<file path="src/rtl/multicycle_cpu_ctrl_if.sv">
// multicycle_cpu_ctrl_if: instruction and data memory req/ready buses of the multi-cycle sequencer.
interface multicycle_cpu_ctrl_if #(
   parameter int XLEN = 32
);
   logic            imem_req;
   logic [XLEN-1:0] imem_addr;
   logic            imem_ready;
   logic [31:0]     imem_rdata;
   logic            dmem_req;
   logic            dmem_we;
   logic [XLEN-1:0] dmem_addr;
   logic [XLEN-1:0] dmem_wdata;
   logic            dmem_ready;
   logic [XLEN-1:0] dmem_rdata;
   modport master (
      output imem_req, imem_addr, dmem_req, dmem_we, dmem_addr, dmem_wdata,
      input  imem_ready, imem_rdata, dmem_ready, dmem_rdata
   );
   modport slave (
      input  imem_req, imem_addr, dmem_req, dmem_we, dmem_addr, dmem_wdata,
      output imem_ready, imem_rdata, dmem_ready, dmem_rdata
   );
endinterface

</file>
<file path="src/rtl/multicycle_cpu_ctrl.sv">
// multicycle_cpu_ctrl: FETCH/DECODE/EXEC/MEM/WB sequencer for the RV32I core.
// Owns pc, ir and the cycle/instret counters; both memories use a req/ready handshake.
module multicycle_cpu_ctrl #(
   parameter int              XLEN     = 32,
   parameter logic [XLEN-1:0] RESET_PC = '0,
   parameter int              CNT_W    = 32
) (
   input  logic                  clk,
   input  logic                  rst,
   multicycle_cpu_ctrl_if.master bus,
   output logic [31:0]           ir,
   output logic [XLEN-1:0]       pc,
   input  logic                  reg_we,
   input  logic                  is_load,
   input  logic                  is_store,
   input  logic                  is_halt,
   input  logic [XLEN-1:0]       npc,
   input  logic [XLEN-1:0]       alu_result,
   input  logic [XLEN-1:0]       regdata2,
   output logic                  rf_we,
   output logic [XLEN-1:0]       rf_wdata,
   output logic                  halted,
   output logic                  misalign,
   output logic [CNT_W-1:0]      cycle_cnt,
   output logic [CNT_W-1:0]      instret_cnt
);
   typedef enum logic [2:0] {FETCH, DECODE, EXEC, MEM, WB, HALT} state_t;
   state_t          state;
   logic [XLEN-1:0] res_q;
   logic [XLEN-1:0] st_q;
   logic [XLEN-1:0] npc_q;
   logic            reg_we_q;
   logic            is_load_q;
   assign bus.imem_addr  = pc;
   assign bus.dmem_addr  = res_q;
   assign bus.dmem_wdata = st_q;
   // Request flops reset asynchronously, so an in-flight handshake is dropped the moment rst rises.
   always_ff @(posedge clk or posedge rst) begin
      if (rst) begin
         state        <= FETCH;
         pc           <= RESET_PC;
         ir           <= '0;
         res_q        <= '0;
         st_q         <= '0;
         npc_q        <= '0;
         reg_we_q     <= 1'b0;
         is_load_q    <= 1'b0;
         bus.imem_req <= 1'b0;
         bus.dmem_req <= 1'b0;
         bus.dmem_we  <= 1'b0;
         rf_we        <= 1'b0;
         rf_wdata     <= '0;
         halted       <= 1'b0;
         misalign     <= 1'b0;
         cycle_cnt    <= '0;
         instret_cnt  <= '0;
      end else begin
         cycle_cnt <= cycle_cnt + 1'b1;
         rf_we     <= 1'b0;
         case (state)
            FETCH: begin
               bus.imem_req <= 1'b1;
               if (bus.imem_req && bus.imem_ready) begin
                  ir           <= bus.imem_rdata;
                  bus.imem_req <= 1'b0;
                  state        <= DECODE;
               end
            end
            DECODE: state <= EXEC;
            EXEC: begin
               res_q     <= alu_result;
               st_q      <= regdata2;
               npc_q     <= npc;
               reg_we_q  <= reg_we;
               is_load_q <= is_load;
               if (is_halt) begin
                  halted <= 1'b1;
                  state  <= HALT;
               end else if (npc[1:0] != 2'b00) begin
                  halted   <= 1'b1;
                  misalign <= 1'b1;
                  state    <= HALT;
               end else if (is_load || is_store) begin
                  bus.dmem_req <= 1'b1;
                  bus.dmem_we  <= is_store;
                  state        <= MEM;
               end else begin
                  rf_we    <= reg_we;
                  rf_wdata <= alu_result;
                  state    <= WB;
               end
            end
            MEM: begin
               if (bus.dmem_req && bus.dmem_ready) begin
                  bus.dmem_req <= 1'b0;
                  bus.dmem_we  <= 1'b0;
                  rf_we        <= reg_we_q;
                  rf_wdata     <= is_load_q ? bus.dmem_rdata : res_q;
                  state        <= WB;
               end
            end
            WB: begin
               pc           <= npc_q;
               instret_cnt  <= instret_cnt + 1'b1;
               bus.imem_req <= 1'b1;
               state        <= FETCH;
            end
            default: ;
         endcase
      end
   end
endmodule
</file>
<file path="src/flat_wrapper.sv">
// flat-port wrapper written by rule: the top's interface ports become plain ports
module multicycle_cpu_ctrl_flat 
#(
   parameter int              XLEN     = 32,
   parameter logic [XLEN-1:0] RESET_PC = '0,
   parameter int              CNT_W    = 32
)
  (clk, rst, ir, pc, reg_we, is_load, is_store, is_halt, npc, alu_result, regdata2, rf_we, rf_wdata, halted, misalign, cycle_cnt, instret_cnt, bus_imem_req, bus_imem_addr, bus_dmem_req, bus_dmem_we, bus_dmem_addr, bus_dmem_wdata, bus_imem_ready, bus_imem_rdata, bus_dmem_ready, bus_dmem_rdata);
  multicycle_cpu_ctrl_if #(.XLEN(XLEN)) bus_i ();
  input  logic clk;
  input  logic rst;
  output logic [31:0] ir;
  output logic [XLEN-1:0] pc;
  input  logic reg_we;
  input  logic is_load;
  input  logic is_store;
  input  logic is_halt;
  input  logic [XLEN-1:0] npc;
  input  logic [XLEN-1:0] alu_result;
  input  logic [XLEN-1:0] regdata2;
  output logic rf_we;
  output logic [XLEN-1:0] rf_wdata;
  output logic halted;
  output logic misalign;
  output logic [CNT_W-1:0] cycle_cnt;
  output logic [CNT_W-1:0] instret_cnt;
  output wire logic [$bits(bus_i.imem_req)-1:0] bus_imem_req;
  output wire logic [$bits(bus_i.imem_addr)-1:0] bus_imem_addr;
  output wire logic [$bits(bus_i.dmem_req)-1:0] bus_dmem_req;
  output wire logic [$bits(bus_i.dmem_we)-1:0] bus_dmem_we;
  output wire logic [$bits(bus_i.dmem_addr)-1:0] bus_dmem_addr;
  output wire logic [$bits(bus_i.dmem_wdata)-1:0] bus_dmem_wdata;
  input wire logic [$bits(bus_i.imem_ready)-1:0] bus_imem_ready;
  input wire logic [$bits(bus_i.imem_rdata)-1:0] bus_imem_rdata;
  input wire logic [$bits(bus_i.dmem_ready)-1:0] bus_dmem_ready;
  input wire logic [$bits(bus_i.dmem_rdata)-1:0] bus_dmem_rdata;
  assign bus_imem_req = bus_i.imem_req;
  assign bus_imem_addr = bus_i.imem_addr;
  assign bus_dmem_req = bus_i.dmem_req;
  assign bus_dmem_we = bus_i.dmem_we;
  assign bus_dmem_addr = bus_i.dmem_addr;
  assign bus_dmem_wdata = bus_i.dmem_wdata;
  assign bus_i.imem_ready = bus_imem_ready;
  assign bus_i.imem_rdata = bus_imem_rdata;
  assign bus_i.dmem_ready = bus_dmem_ready;
  assign bus_i.dmem_rdata = bus_dmem_rdata;
  multicycle_cpu_ctrl #(.XLEN(XLEN), .RESET_PC(RESET_PC), .CNT_W(CNT_W)) u_core (.clk(clk), .rst(rst), .bus(bus_i), .ir(ir), .pc(pc), .reg_we(reg_we), .is_load(is_load), .is_store(is_store), .is_halt(is_halt), .npc(npc), .alu_result(alu_result), .regdata2(regdata2), .rf_we(rf_we), .rf_wdata(rf_wdata), .halted(halted), .misalign(misalign), .cycle_cnt(cycle_cnt), .instret_cnt(instret_cnt));
endmodule
</file>
<file path="config.mk">
export PLATFORM = sky130hd
export DESIGN_NAME = multicycle_cpu_ctrl_flat
export DESIGN_NICKNAME = d
export VERILOG_FILES = /design/src/rtl/multicycle_cpu_ctrl_if.sv /design/src/rtl/multicycle_cpu_ctrl.sv /design/src/flat_wrapper.sv
export SDC_FILE = /design/constraint.sdc
export NUM_CORES = 1
export LEC_CHECK = 0
export BUFFER_PORTS_ARGS = -buffer_cell sky130_fd_sc_hd__buf_4
export CORE_AREA = 2 2 166 168
export CTS_BUF_LIST = sky130_fd_sc_hd__clkbuf_4 sky130_fd_sc_hd__clkbuf_8
export CTS_CLUSTER_DIAMETER = 30
export DETAILED_ROUTE_END_ITERATION = 10
export DIE_AREA = 0 0 168 170
export PLACE_DENSITY = 0.76
export SLEW_MARGIN = 20
export SYNTH_ARGS = -nofsm -noshare
export SYNTH_HDL_FRONTEND = slang
export SYNTH_SLANG_ARGS = --single-unit
</file>
<file path="constraint.sdc">
create_clock -name clk -period 23.2 [get_ports clk]
set_input_delay 2.32 -clock clk [delete_from_list [all_inputs] [get_ports clk]]
set_output_delay 2.32 -clock clk [all_outputs]
set_load 0.005 [all_outputs]
</file>
==> out/qor.json, run 1 <==
{
  "yosys": {
    "yosysSeqAreaShare_pct": 58.3,
    "synth_edf_count": 0,
    "leading_register_cell_type_out_of_synthesis": "sky130_fd_sc_hd__dfrtp_1",
    "netlist_area_mm2": 0.0115,
    "yosysWarnings": 0,
    "synth_cells": 949,
    "asyncSetResetFlopFracSynth_pct": 100,
    "syn_avg_cell_area_um2": 12.1,
    "synth-seq-cells": 267,
    "synth.distinct_cells": 41,
    "synth_nets": 1119
  },
  "clock_network": {
    "insertion_delay_ns": 0.55,
    "max_clock_buf_depth": 3,
    "cts_num_sinks": 267,
    "cells_resized_by_post_cts_repair": 0,
    "clock_pin_slew_reported_for_the_worst_setup_and_hold_paths_after_clock_tree_synthesis_ns": 0.05,
    "postCtsHoldBufs": 0,
    "cts_tree": "built",
    "cts_buffer_count": 68,
    "htree_num_levels": 3,
    "cts-root-buf": "sky130_fd_sc_hd__clkbuf_8",
    "cts_setup_buffers": 0
  },
  "power_and_ir_drop": {
    "seqPwrFrac_pct": 36.4,
    "sw_frac_of_total_pct": 29.5,
    "switching_power_uw": 639,
    "share_comb_of_total_power_pct": 31.2,
    "cellInternalPower_mw": 1.53,
    "power.leakage_nw": 8.07,
    "vdd_drop_max_mv": 0.0911,
    "clkPwrFrac_pct": 32.4,
    "power_per_cell_area_mw_per_mm2": 132
  },
  "routing": {
    "detail_route.iter0.violations": 504,
    "drt-met1-wl_mm": 12.0,
    "wl_met3_mm": 2.51,
    "routed_via_density": 4.92,
    "dr.pass1.iters": 6,
    "drt-total-wl_mm": 31.6,
    "dr_wl_met2_mm": 16.2,
    "detail-route-antenna-nets": 0,
    "drc": 0,
    "detailroute.via_count": 8743,
    "wl_per_cell_um": 17.7,
    "highest_layer": "met5"
  },
  "floorplan": {
    "start_util_pct": 43.0,
    "core_area_mm2": 0.0267,
    "dieHeight_um": 170,
    "io_pins": 430,
    "fp.dieArea_mm2": 0.0286,
    "floorplan.rows": 60,
    "die_x_um": 168
  },
  "sta": {
    "setup_repair_after_global_routing_missed_its_margin": "no",
    "final.min_clock_period_ns": 3.77,
    "report.final.hold_viol_count": 0,
    "setup_viol": 0,
    "fmaxAchievable_mhz": 265,
    "worst-slew-pin-transition_ns": 1.06,
    "post-route-period-util_pct": 16.2,
    "slew-limit-headroom_pct": 29.2,
    "slew_violations": 0,
    "setup_tns_ns": 0,
    "worst_slack_ns": 19.43,
    "fin_worst_skew_ns": 0.0300
  },
  "critical_path": {
    "cp_max_fo": 32,
    "critPathLaunchType": "input pin",
    "register_to_register_path_setup_slack_ns": 20.31,
    "rr_endpoint": "u_core.npc_q[26]",
    "cp-end-kind": "flop",
    "reg2reg_from": "u_core.state[1]",
    "crit_start": "npc[0]",
    "critPathRequiredTime_ns": 23.65,
    "critical_path.endpoint": "u_core.rf_wdata[19]",
    "critical_path_data_arrival_time_ns": 4.21,
    "number_of_cell_instances_on_the_worst_register_to_register_path": 5,
    "kind_of_critical_path": "input pin to flop"
  },
  "finish": {
    "sequential_cell_area_mm2": 0.00668,
    "post_route_cells_drive_above_1_share_pct": 48.6,
    "final_cell_area_mm2": 0.0165,
    "layout_commonest_cell": "sky130_fd_sc_hd__buf_4",
    "multiInputGateArea_mm2": 0.00422,
    "finish.net_count": 1552,
    "diodes": 0,
    "layout-area-overhead-vs-synth_pct": 43.6,
    "layout.filler_cells": 2157,
    "final_cell_mix": "438 x sky130_fd_sc_hd__buf_4, 266 x sky130_fd_sc_hd__dfrtp_1, 124 x sky130_fd_sc_hd__mux2_2, 119 x sky130_fd_sc_hd__nand2_1, 83 x sky130_fd_sc_hd__clkbuf_8"
  },
  "grt": {
    "largest_net_degree_at_the_start_of_global_routing": 117,
    "antenna_found_initial": 1,
    "grt_remaining_overflow": 0,
    "vias_in_the_first_global_route": 9290,
    "grt_pass1_wl_mm": 49.1,
    "grt_util_all_layers_pct": 21.7
  },
  "job": {
    "timing.max_cap.violations": 0
  },
  "placement": {
    "routability_cong": 0.794,
    "hpwlAfterDp_mm": 22.1,
    "port-buffer-count": 429,
    "placedInstanceArea_mm2": 0.0148,
    "pre_cts_ws_ns": 18.88
  },
  "min_path": {
    "holdCritPathClass": "flop to flop",
    "hold_start": "u_core.npc_q[26]"
  },
  "run_status": {
    "status": "finished, final reports clean"
  }
}
synth_stat cells (2+ instances only):
| library cell | instances | area [um2] |
|---|---|---|
| sky130_fd_sc_hd__a21o_1 | 2 | 15.0 |
| sky130_fd_sc_hd__a21oi_1 | 36 | 180 |
| sky130_fd_sc_hd__and2_1 | 2 | 12.5 |
| sky130_fd_sc_hd__and3_1 | 13 | 81.3 |
| sky130_fd_sc_hd__and4_1 | 3 | 26.3 |
| sky130_fd_sc_hd__buf_1 | 6 | 22.5 |
| sky130_fd_sc_hd__buf_2 | 14 | 70.1 |
| sky130_fd_sc_hd__buf_4 | 34 | 255 |
| sky130_fd_sc_hd__buf_6 | 3 | 33.8 |
| sky130_fd_sc_hd__clkbuf_1 | 19 | 71.3 |
| sky130_fd_sc_hd__dfrtp_1 | 267 | 6680 |
| sky130_fd_sc_hd__ha_1 | 2 | 25.0 |
| sky130_fd_sc_hd__inv_1 | 35 | 131 |
| sky130_fd_sc_hd__mux2_1 | 7 | 78.8 |
| sky130_fd_sc_hd__mux2_2 | 124 | 1400 |
| sky130_fd_sc_hd__mux2i_1 | 64 | 641 |
| sky130_fd_sc_hd__nand2_1 | 119 | 447 |
| sky130_fd_sc_hd__nand2b_1 | 2 | 12.5 |
| sky130_fd_sc_hd__nand3_1 | 25 | 125 |
| sky130_fd_sc_hd__nand3b_1 | 2 | 15.0 |
| sky130_fd_sc_hd__nand4_1 | 29 | 181 |
| sky130_fd_sc_hd__nor2_1 | 53 | 199 |
| sky130_fd_sc_hd__nor3_1 | 5 | 25.0 |
| sky130_fd_sc_hd__nor4_1 | 2 | 12.5 |
| sky130_fd_sc_hd__nor4_2 | 2 | 25.0 |
| sky130_fd_sc_hd__nor4_4 | 2 | 42.5 |
| sky130_fd_sc_hd__o21ai_0 | 4 | 20.0 |
| sky130_fd_sc_hd__xnor2_1 | 52 | 455 |
| sky130_fd_sc_hd__xor2_1 | 9 | 78.8 |
critical path, stage by stage:
cell	delay, ns
sky130_fd_sc_hd__buf_4	0.12
sky130_fd_sc_hd__nor3_1	0.59
sky130_fd_sc_hd__nand3b_1	0.22
sky130_fd_sc_hd__a21oi_4	0.18
sky130_fd_sc_hd__buf_4	0.49
sky130_fd_sc_hd__mux2i_1	0.25
power by group through the flow:
stage / Combinational [mW] / Sequential, mW / Clock [mW]
global placement: 0.665 / 0.787 / 0
CTS: 0.686 / 0.791 / 0.718
finish: 0.675 / 0.789 / 0.702
detailed placement: 0.683 / 0.793 / 0
floorplan: 0.368 / 0.760 / 0
global route: 0.732 / 0.815 / 0.743
how the worst min path moves through the flow:
stage | end | depth (start not counted)
6_report | u_core.bus.imem_addr[26] | 2
5_1_grt | u_core.bus.imem_addr[14] | 2
4_1_cts | u_core.bus.imem_addr[6] | 2
3_5_place_dp | u_core.bus.imem_addr[14] | 2
3_3_place_gp | u_core.bus.imem_addr[5] | 2
2_1_floorplan | u_core.bus.imem_addr[0] | 2
layout make-up:
| cell class | instances | share of cell area (%) |
|---|---|---|
| clock buffer | 96 | 7.54 |
| sequential | 267 | 40.6 |
| inverter | 35 | 0.844 |
| tap | 341 | 2.59 |
| timing repair buffer | 439 | 20.1 |
| clock inverter | 29 | 2.71 |
| multi-input combinational | 571 | 25.6 |
stage by stage:
| step | hold slack (ns) | std cells | util (%) | total power [mW] |
|---|---|---|---|---|
| 2_1_floorplan | 0.435 | 949 | - | 1.13 |
| 6_report | 0.455 | 1778 | 61.7 | 2.17 |
| 3_3_place_gp | 0.441 | 1653 | 55.4 | 1.45 |
| 5_1_grt | 0.473 | 1778 | 61.7 | 2.29 |
| 4_1_cts | 0.441 | 1778 | 61.7 | 2.19 |
| 3_5_place_dp | 0.446 | 1653 | 55.4 | 1.48 |
registers in the layout (all words and copies together), names as in the netlist, 3 cells and up:
name	flops
u_core.bus.dmem_addr	32
u_core.bus.dmem_wdata	32
u_core.bus.imem_addr	32
u_core.cycle_cnt	32
u_core.instret_cnt	32
u_core.ir	32
u_core.npc_q	32
u_core.rf_wdata	32
u_core.state	3
metal layers:
layer,up-vias,global-route usage (%)
li1,4083,-
met4,2,8.66
met1,4241,24.9
met2,353,37.8
met5,-,0
met3,64,7.07
cell families after synthesis:
kind of cell             after synthesis  synth area share [%]
XOR/XNOR                              61                  4.66
multiplexers                         195                  18.5
AND/OR/NAND/NOR                      264                  10.9
flip-flops                           267                  58.3
adder cells (fa/ha/maj)                2                 0.218
buffers and inverters                111                  5.10
AO/OA/AOI/OAI                         49                  2.39
Note: power is estimated with default switching activity, not from simulation.
==> inputs of run 2 (changes only) <==
--- a/config.mk
+++ b/config.mk
@@ -11,7 +11,7 @@
 export CTS_CLUSTER_DIAMETER = 30
 export DETAILED_ROUTE_END_ITERATION = 10
 export DIE_AREA = 0 0 168 170
-export PLACE_DENSITY = 0.76
+export PLACE_DENSITY = 0.79
 export SLEW_MARGIN = 20
 export SYNTH_ARGS = -nofsm -noshare
 export SYNTH_HDL_FRONTEND = slang
==> constraint.sdc (replaced) <==
create_clock -name clk -period 3.4 [get_ports clk]
set_input_delay 0.34 -clock clk [delete_from_list [all_inputs] [get_ports clk]]
set_output_delay 0.34 -clock clk [all_outputs]
set_load 0.005 [all_outputs]
==> run 2 against run 1 <==
  * Worst hold slack worse by 0.41 ns
  * Largest cell class unchanged
  * Sequential share of layout area is 2.2 points lower
  * Total power grew to 6.6 times the previous value
  * Routed wire length is 7.7% higher
==> out/qor.json, run 2 (synthesized netlist as in run 1, its figures left out) <==
{
  "grt": {
    "grt_pass1_wl_mm": 52.5,
    "grt_remaining_overflow": 0,
    "vias_in_the_first_global_route": 9951,
    "grt_util_all_layers_pct": 23.1,
    "largest_net_degree_at_the_start_of_global_routing": 95,
    "antenna_found_initial": 1
  },
  "sta": {
    "slew-limit-headroom_pct": 48.2,
    "report.final.hold_viol_count": 0,
    "slew_violations": 0,
    "setup_viol": 0,
    "setup_repair_after_global_routing_missed_its_margin": "no",
    "worst-slew-pin-transition_ns": 0.774,
    "final.min_clock_period_ns": 2.45,
    "fmaxAchievable_mhz": 408,
    "setup_tns_ns": 0,
    "worst_slack_ns": 0.950,
    "fin_hold_ws_ns": 0.0418,
    "fin_worst_skew_ns": 0.0253,
    "post-route-period-util_pct": 72.1
  },
  "critical_path": {
    "rr_endpoint": "u_core.instret_cnt[24]",
    "cp-end-kind": "flop",
    "reg2reg_from": "u_core.state[0]",
    "critical_path_data_arrival_time_ns": 2.89,
    "critical_path.endpoint": "u_core.instret_cnt[24]",
    "number_of_cell_instances_on_the_worst_register_to_register_path": 4,
    "cp_max_fo": 38,
    "critPathRequiredTime_ns": 3.84,
    "crit_start": "u_core.state[0]",
    "register_to_register_path_setup_slack_ns": 0.95,
    "kind_of_critical_path": "flop to flop",
    "critPathLaunchType": "flop"
  },
  "finish": {
    "layout_commonest_cell": "sky130_fd_sc_hd__buf_4",
    "final_core_util_pct": 65.2,
    "finish.net_count": 1661,
    "layout-area-overhead-vs-synth_pct": 51.7,
    "final_cell_area_mm2": 0.0174,
    "post_route_cells_drive_above_1_share_pct": 44.3,
    "final_cell_mix": "441 x sky130_fd_sc_hd__buf_4, 266 x sky130_fd_sc_hd__dfrtp_1, 124 x sky130_fd_sc_hd__mux2_2, 119 x sky130_fd_sc_hd__nand2_1, 116 x sky130_fd_sc_hd__dlygate4sd3_1",
    "final_cell_count_no_fill": 1876
  },
  "routing": {
    "detailroute.via_count": 9320,
    "detail-route-antenna-nets": 0,
    "routed_via_density": 4.97,
    "wl_per_cell_um": 18.1,
    "detail_route.iter0.violations": 580,
    "dr.pass1.iters": 4,
    "drc": 0,
    "drt-total-wl_mm": 34.0
  },
  "floorplan": {
    "die_x_um": 168,
    "fp.dieArea_mm2": 0.0286,
    "dieHeight_um": 170,
    "core_area_mm2": 0.0267,
    "start_util_pct": 43.0,
    "floorplan.rows": 60,
    "io_pins": 430
  },
  "clock_network": {
    "cells_resized_by_post_cts_repair": 0,
    "postCtsHoldBufs": 116,
    "htree_num_levels": 2,
    "cts_setup_buffers": 0,
    "cts_tree": "built",
    "insertion_delay_ns": 0.57,
    "cts_buffer_count": 56,
    "clock_pin_slew_reported_for_the_worst_setup_and_hold_paths_after_clock_tree_synthesis_ns": 0.06,
    "max_clock_buf_depth": 3,
    "cts-root-buf": "sky130_fd_sc_hd__clkbuf_8",
    "cts_num_sinks": 267
  },
  "power_and_ir_drop": {
    "vdd_drop_max_mv": 0.706,
    "power_per_cell_area_mw_per_mm2": 826,
    "power.leakage_nw": 8.41,
    "totalPowerFinal_mw": 14.4
  },
  "placement": {
    "hpwlAfterDp_mm": 22.5,
    "port-buffer-count": 429,
    "pre_cts_ws_ns": 0.972,
    "dpl.cell_count": 1658,
    "routability_cong": 0.827,
    "placedInstanceArea_mm2": 0.0148
  },
  "run_status": {
    "status": "finished, final reports clean"
  },
  "min_path": {
    "holdCritPathClass": "input pin to flop"
  },
  "job": {
    "timing.max_cap.violations": 0
  }
}
==> run 2: cell types whose count changed in the layout (fill, tap and decap cells not counted), sizes merged <==
cell / previous run / this run
clkinvlp: 6 / 7
dlygate4sd3: 0 / 116
clkinv: 10 / 8
clkbuf: 96 / 75
bufinv: 11 / 10
buf: 439 / 444
diode: 0 / 3
inv: 37 / 34
==> run 2: worst max-delay path, cell delays in order, from the launching register on <==
cell	delay [ns]
sky130_fd_sc_hd__dfrtp_1	0.58
sky130_fd_sc_hd__or3b_4	0.70
sky130_fd_sc_hd__nor4_4	0.67
sky130_fd_sc_hd__nand4_1	0.20
sky130_fd_sc_hd__xnor2_1	0.17
==> run 2: layout make-up <==
cell class	instances	area [um2]
Multi-Input combinational cell	571	4220
Tap cell	341	427
Sequential cell	267	6680
Clock buffer	75	982
Clock inverter	24	393
Timing Repair Buffer	560	4530
Antenna cell	3	7.51
Inverter	35	135
Fill cell	1897	9270
==> run 2: per-layer routing <==
metal | up-vias | global-route usage (%) | share of wire (%)
met4 | 0 | 9.87 | 3.6
li1 | 4285 | - | -
met1 | 4552 | 25.7 | 37
met5 | - | 0 | 0
met3 | 94 | 7.40 | 8.0
met2 | 389 | 40.9 | 51
==> run 2: worst min path at each step <==
stage	cells past startpoint	endpoint	start
floorplan	2	u_core.bus.imem_addr[0]	u_core.npc_q[0]
global placement	2	u_core.bus.dmem_wdata[19]	rst
detailed placement	2	u_core.bus.dmem_wdata[19]	rst
CTS	2	u_core.bus.dmem_wdata[0]	regdata2[0]
global route	2	u_core.bus.dmem_wdata[0]	regdata2[0]
finish	2	u_core.bus.dmem_wdata[25]	regdata2[25]
==> run 2: report_power, final <==
| group | total, mW | switching [mW] | internal (mW) |
|---|---|---|---|
| logic | 4.86 | 1.96 | 2.90 |
| clock network | 4.11 | 1.46 | 2.64 |
| registers | 5.39 | 0.979 | 4.41 |
| total | 14.4 | 4.40 | 9.95 |
==> inputs of run 3 (changes only) <==
--- a/config.mk
+++ b/config.mk
@@ -6,12 +6,12 @@
 export NUM_CORES = 1
 export LEC_CHECK = 0
 export BUFFER_PORTS_ARGS = -buffer_cell sky130_fd_sc_hd__buf_4
-export CORE_AREA = 2 2 166 168
+export CORE_AREA = 2 2 167 169
 export CTS_BUF_LIST = sky130_fd_sc_hd__clkbuf_4 sky130_fd_sc_hd__clkbuf_8
 export CTS_CLUSTER_DIAMETER = 30
 export DETAILED_ROUTE_END_ITERATION = 10
-export DIE_AREA = 0 0 168 170
-export PLACE_DENSITY = 0.79
+export DIE_AREA = 0 0 169 171
+export PLACE_DENSITY = 0.75
 export SLEW_MARGIN = 20
 export SYNTH_ARGS = -nofsm -noshare
 export SYNTH_HDL_FRONTEND = slang
==> constraint.sdc (replaced) <==
create_clock -name clk -period 2.3 [get_ports clk]
set_input_delay 0.23 -clock clk [delete_from_list [all_inputs] [get_ports clk]]
set_output_delay 0.23 -clock clk [all_outputs]
set_load 0.005 [all_outputs]
==> run 3 against run 2 <==
  * Flip-flop and latch count unchanged
  * Clock power increased by 56%
  * Die area increased by 1.2%
  * Clock skew decreased by 0.012 ns
  * Highest routed layer unchanged
==> out/qor.json, run 3 (synthesized netlist as in run 1, its figures left out) <==
{
  "clock_network": {
    "insertion_delay_ns": 0.59,
    "htree_num_levels": 2,
    "cts_num_sinks": 267,
    "cts-root-buf": "sky130_fd_sc_hd__clkbuf_8",
    "cts_setup_buffers": 0,
    "clock_pin_slew_reported_for_the_worst_setup_and_hold_paths_after_clock_tree_synthesis_ns": 0.06,
    "cts_tree": "built",
    "max_clock_buf_depth": 3,
    "cts_buffer_count": 60
  },
  "run_status": {
    "status": "finished, final reports clean"
  },
  "grt": {
    "grt_remaining_overflow": 0,
    "grt_util_all_layers_pct": 23.6,
    "grt_pass1_wl_mm": 53.7,
    "antenna_found_initial": 3,
    "largest_net_degree_at_the_start_of_global_routing": 80,
    "gr-usage-met1_pct": 27.3,
    "grt.met2_usage_pct": 42.2,
    "vias_in_the_first_global_route": 9988,
    "gr_peak_layer": "met2",
    "groute.layer.met3.usage_pct": 5.78
  },
  "sta": {
    "setup_viol": 0,
    "setup_repair_after_global_routing_missed_its_margin": "no",
    "worst-slew-pin-transition_ns": 0.593,
    "fmaxAchievable_mhz": 539,
    "post-route-period-util_pct": 80.6,
    "fin_worst_skew_ns": 0.0130,
    "slew_violations": 0,
    "slew-limit-headroom_pct": 60.4,
    "final.min_clock_period_ns": 1.85,
    "fin_hold_ws_ns": 0.0700,
    "report.final.hold_viol_count": 0
  },
  "min_path": {
    "holdCritPathClass": "input pin to flop",
    "min_path_cells": 5,
    "holdPathEnd": "u_core.rf_wdata[8]",
    "hold_start": "bus_dmem_rdata[8]"
  },
  "critical_path": {
    "reg2reg_from": "u_core.state[1]",
    "critPathLaunchType": "flop",
    "cp-end-kind": "flop",
    "number_of_cell_instances_on_the_worst_register_to_register_path": 5,
    "worst-path-buf-inv": 2,
    "cp_slowest_stage_delay_ns": 0.39,
    "rr_endpoint": "u_core.bus.dmem_wdata[28]",
    "crit_chain": "buf_4 -> nand2b_1 -> nor2_4 -> buf_12 -> mux2_2",
    "cpMaxStageDelayCell": "sky130_fd_sc_hd__mux2_2",
    "critPathRequiredTime_ns": 2.76,
    "register_to_register_path_setup_slack_ns": 0.45,
    "cp_max_fo": 47,
    "timing.critical_path.max_delay_family": "simple AND/OR/NAND/NOR gates",
    "kind_of_critical_path": "flop to flop",
    "critical_path_data_arrival_time_ns": 2.31
  },
  "finish": {
    "finish.net_count": 1698,
    "final_core_util_pct": 65.6,
    "layout-area-overhead-vs-synth_pct": 56.4,
    "layout_commonest_cell": "sky130_fd_sc_hd__buf_4",
    "sequential_cell_area_mm2": 0.00668,
    "post_route_cells_drive_above_1_share_pct": 44.7,
    "final_cell_mix": "447 x sky130_fd_sc_hd__buf_4, 266 x sky130_fd_sc_hd__dfrtp_1, 134 x sky130_fd_sc_hd__dlygate4sd3_1, 124 x sky130_fd_sc_hd__mux2_2, 119 x sky130_fd_sc_hd__nand2_1",
    "multiInputGateArea_mm2": 0.00422,
    "layout.filler_cells": 1985
  },
  "routing": {
    "drc": 0,
    "dr.pass1.iters": 6,
    "detailroute.via_count": 9485,
    "detail-route-antenna-nets": 0,
    "detail_route.iter0.violations": 585,
    "drt-total-wl_mm": 35.2,
    "wl_per_cell_um": 18.3,
    "routed_via_density": 4.92
  },
  "power_and_ir_drop": {
    "power.leakage_nw": 8.67,
    "vdd_drop_max_mv": 0.766,
    "power_per_cell_area_mw_per_mm2": 1220
  },
  "job": {
    "timing.max_cap.violations": 0
  },
  "floorplan": {
    "die_x_um": 169,
    "start_util_pct": 41.9,
    "dieHeight_um": 171,
    "core_area_mm2": 0.0273,
    "io_pins": 430,
    "floorplan.rows": 61,
    "fp.dieArea_mm2": 0.0289
  },
  "placement": {
    "hpwlAfterDp_mm": 23.2,
    "routability_cong": 0.810,
    "port-buffer-count": 429
  }
}
==> run 3: cell types whose count changed in the layout (fill, tap and decap cells not counted) <==
cell                            before  now
sky130_fd_sc_hd__buf_4             441  447
sky130_fd_sc_hd__nor2_2              1    0
sky130_fd_sc_hd__nor2_1             51   52
sky130_fd_sc_hd__bufinv_16          10    8
sky130_fd_sc_hd__clkbuf_4            8    7
sky130_fd_sc_hd__inv_6               0    2
sky130_fd_sc_hd__clkinv_4            2    4
sky130_fd_sc_hd__clkinv_2            6   10
sky130_fd_sc_hd__clkbuf_8           67   77
sky130_fd_sc_hd__dlygate4sd3_1     116  134
sky130_fd_sc_hd__buf_12              3   12
==> run 3: layer usage <==
layer | vias to the layer above | wire (um)
li1 | 4371 | -
met1 | 4665 | 13600
met2 | 370 | 18200
met3 | 79 | 2290
met4 | 0 | 1100
met5 | - | 0
==> run 3: area by class of cell <==
class | count | share of cell area (%)
timing repair buffer | 593 | 27.6
clock buffer | 84 | 6.21
sequential | 267 | 37.3
inverter | 35 | 0.754
antenna | 3 | 0.0419
tap | 346 | 2.42
multi-input combinational | 571 | 23.6
clock inverter | 30 | 2.16
==> run 3: worst max path at each step <==
stage	cells past startpoint	from	slack, ns	endpoint
final	5	u_core.state[1]	0.45	u_core.bus.dmem_wdata[28]
after global routing	4	u_core.instret_cnt[9]	0.36	u_core.instret_cnt[30]
after CTS	5	u_core.state[1]	0.45	u_core.bus.dmem_wdata[27]
after detailed placement	5	u_core.state[1]	0.46	u_core.bus.dmem_wdata[27]
after global placement	5	u_core.state[1]	0.51	u_core.bus.dmem_wdata[0]
after floorplan	1	rst	-1.46	u_core.bus.dmem_addr[0]
==> run 3: report_power, final <==
group	switching [mW]	internal (mW)	leakage, nW
registers	1.39	6.52	3.26
logic	3.07	4.47	4.65
clock network	2.35	4.07	0.764
total	6.81	15.1	8.67
==> run 3: tightest hold or removal path, stage by stage <==
cell and delay [ns]:
sky130_fd_sc_hd__buf_4 0.07, sky130_fd_sc_hd__mux2i_1 0.06, sky130_fd_sc_hd__nor2_1 0.08, sky130_fd_sc_hd__a21oi_1 0.04, sky130_fd_sc_hd__mux2i_1 0.12
==> run 3: timing repair <==
item	CTS	global route
gates resized for setup	0	0
hold buffers	134	0
endpoints found under the hold margin	189	0
==> run 3: metrics by stage <==
| step | instance area (um2) | TNS, ns | setup WS, ns | cells | total power, mW |
|---|---|---|---|---|---|
| 5_1_grt | 17900 | 0 | 0.356 | 1927 | 23.0 |
| 3_5_place_dp | 15100 | 0 | 0.461 | 1678 | 15.2 |
| 2_1_floorplan | 11500 | -388.61 | -1.46 | 949 | 11.4 |
| 6_report | 17900 | 0 | 0.446 | 1929 | 21.9 |
| 3_3_place_gp | 15100 | 0 | 0.506 | 1678 | 14.9 |
| 4_1_cts | 17900 | 0 | 0.450 | 1926 | 21.9 |
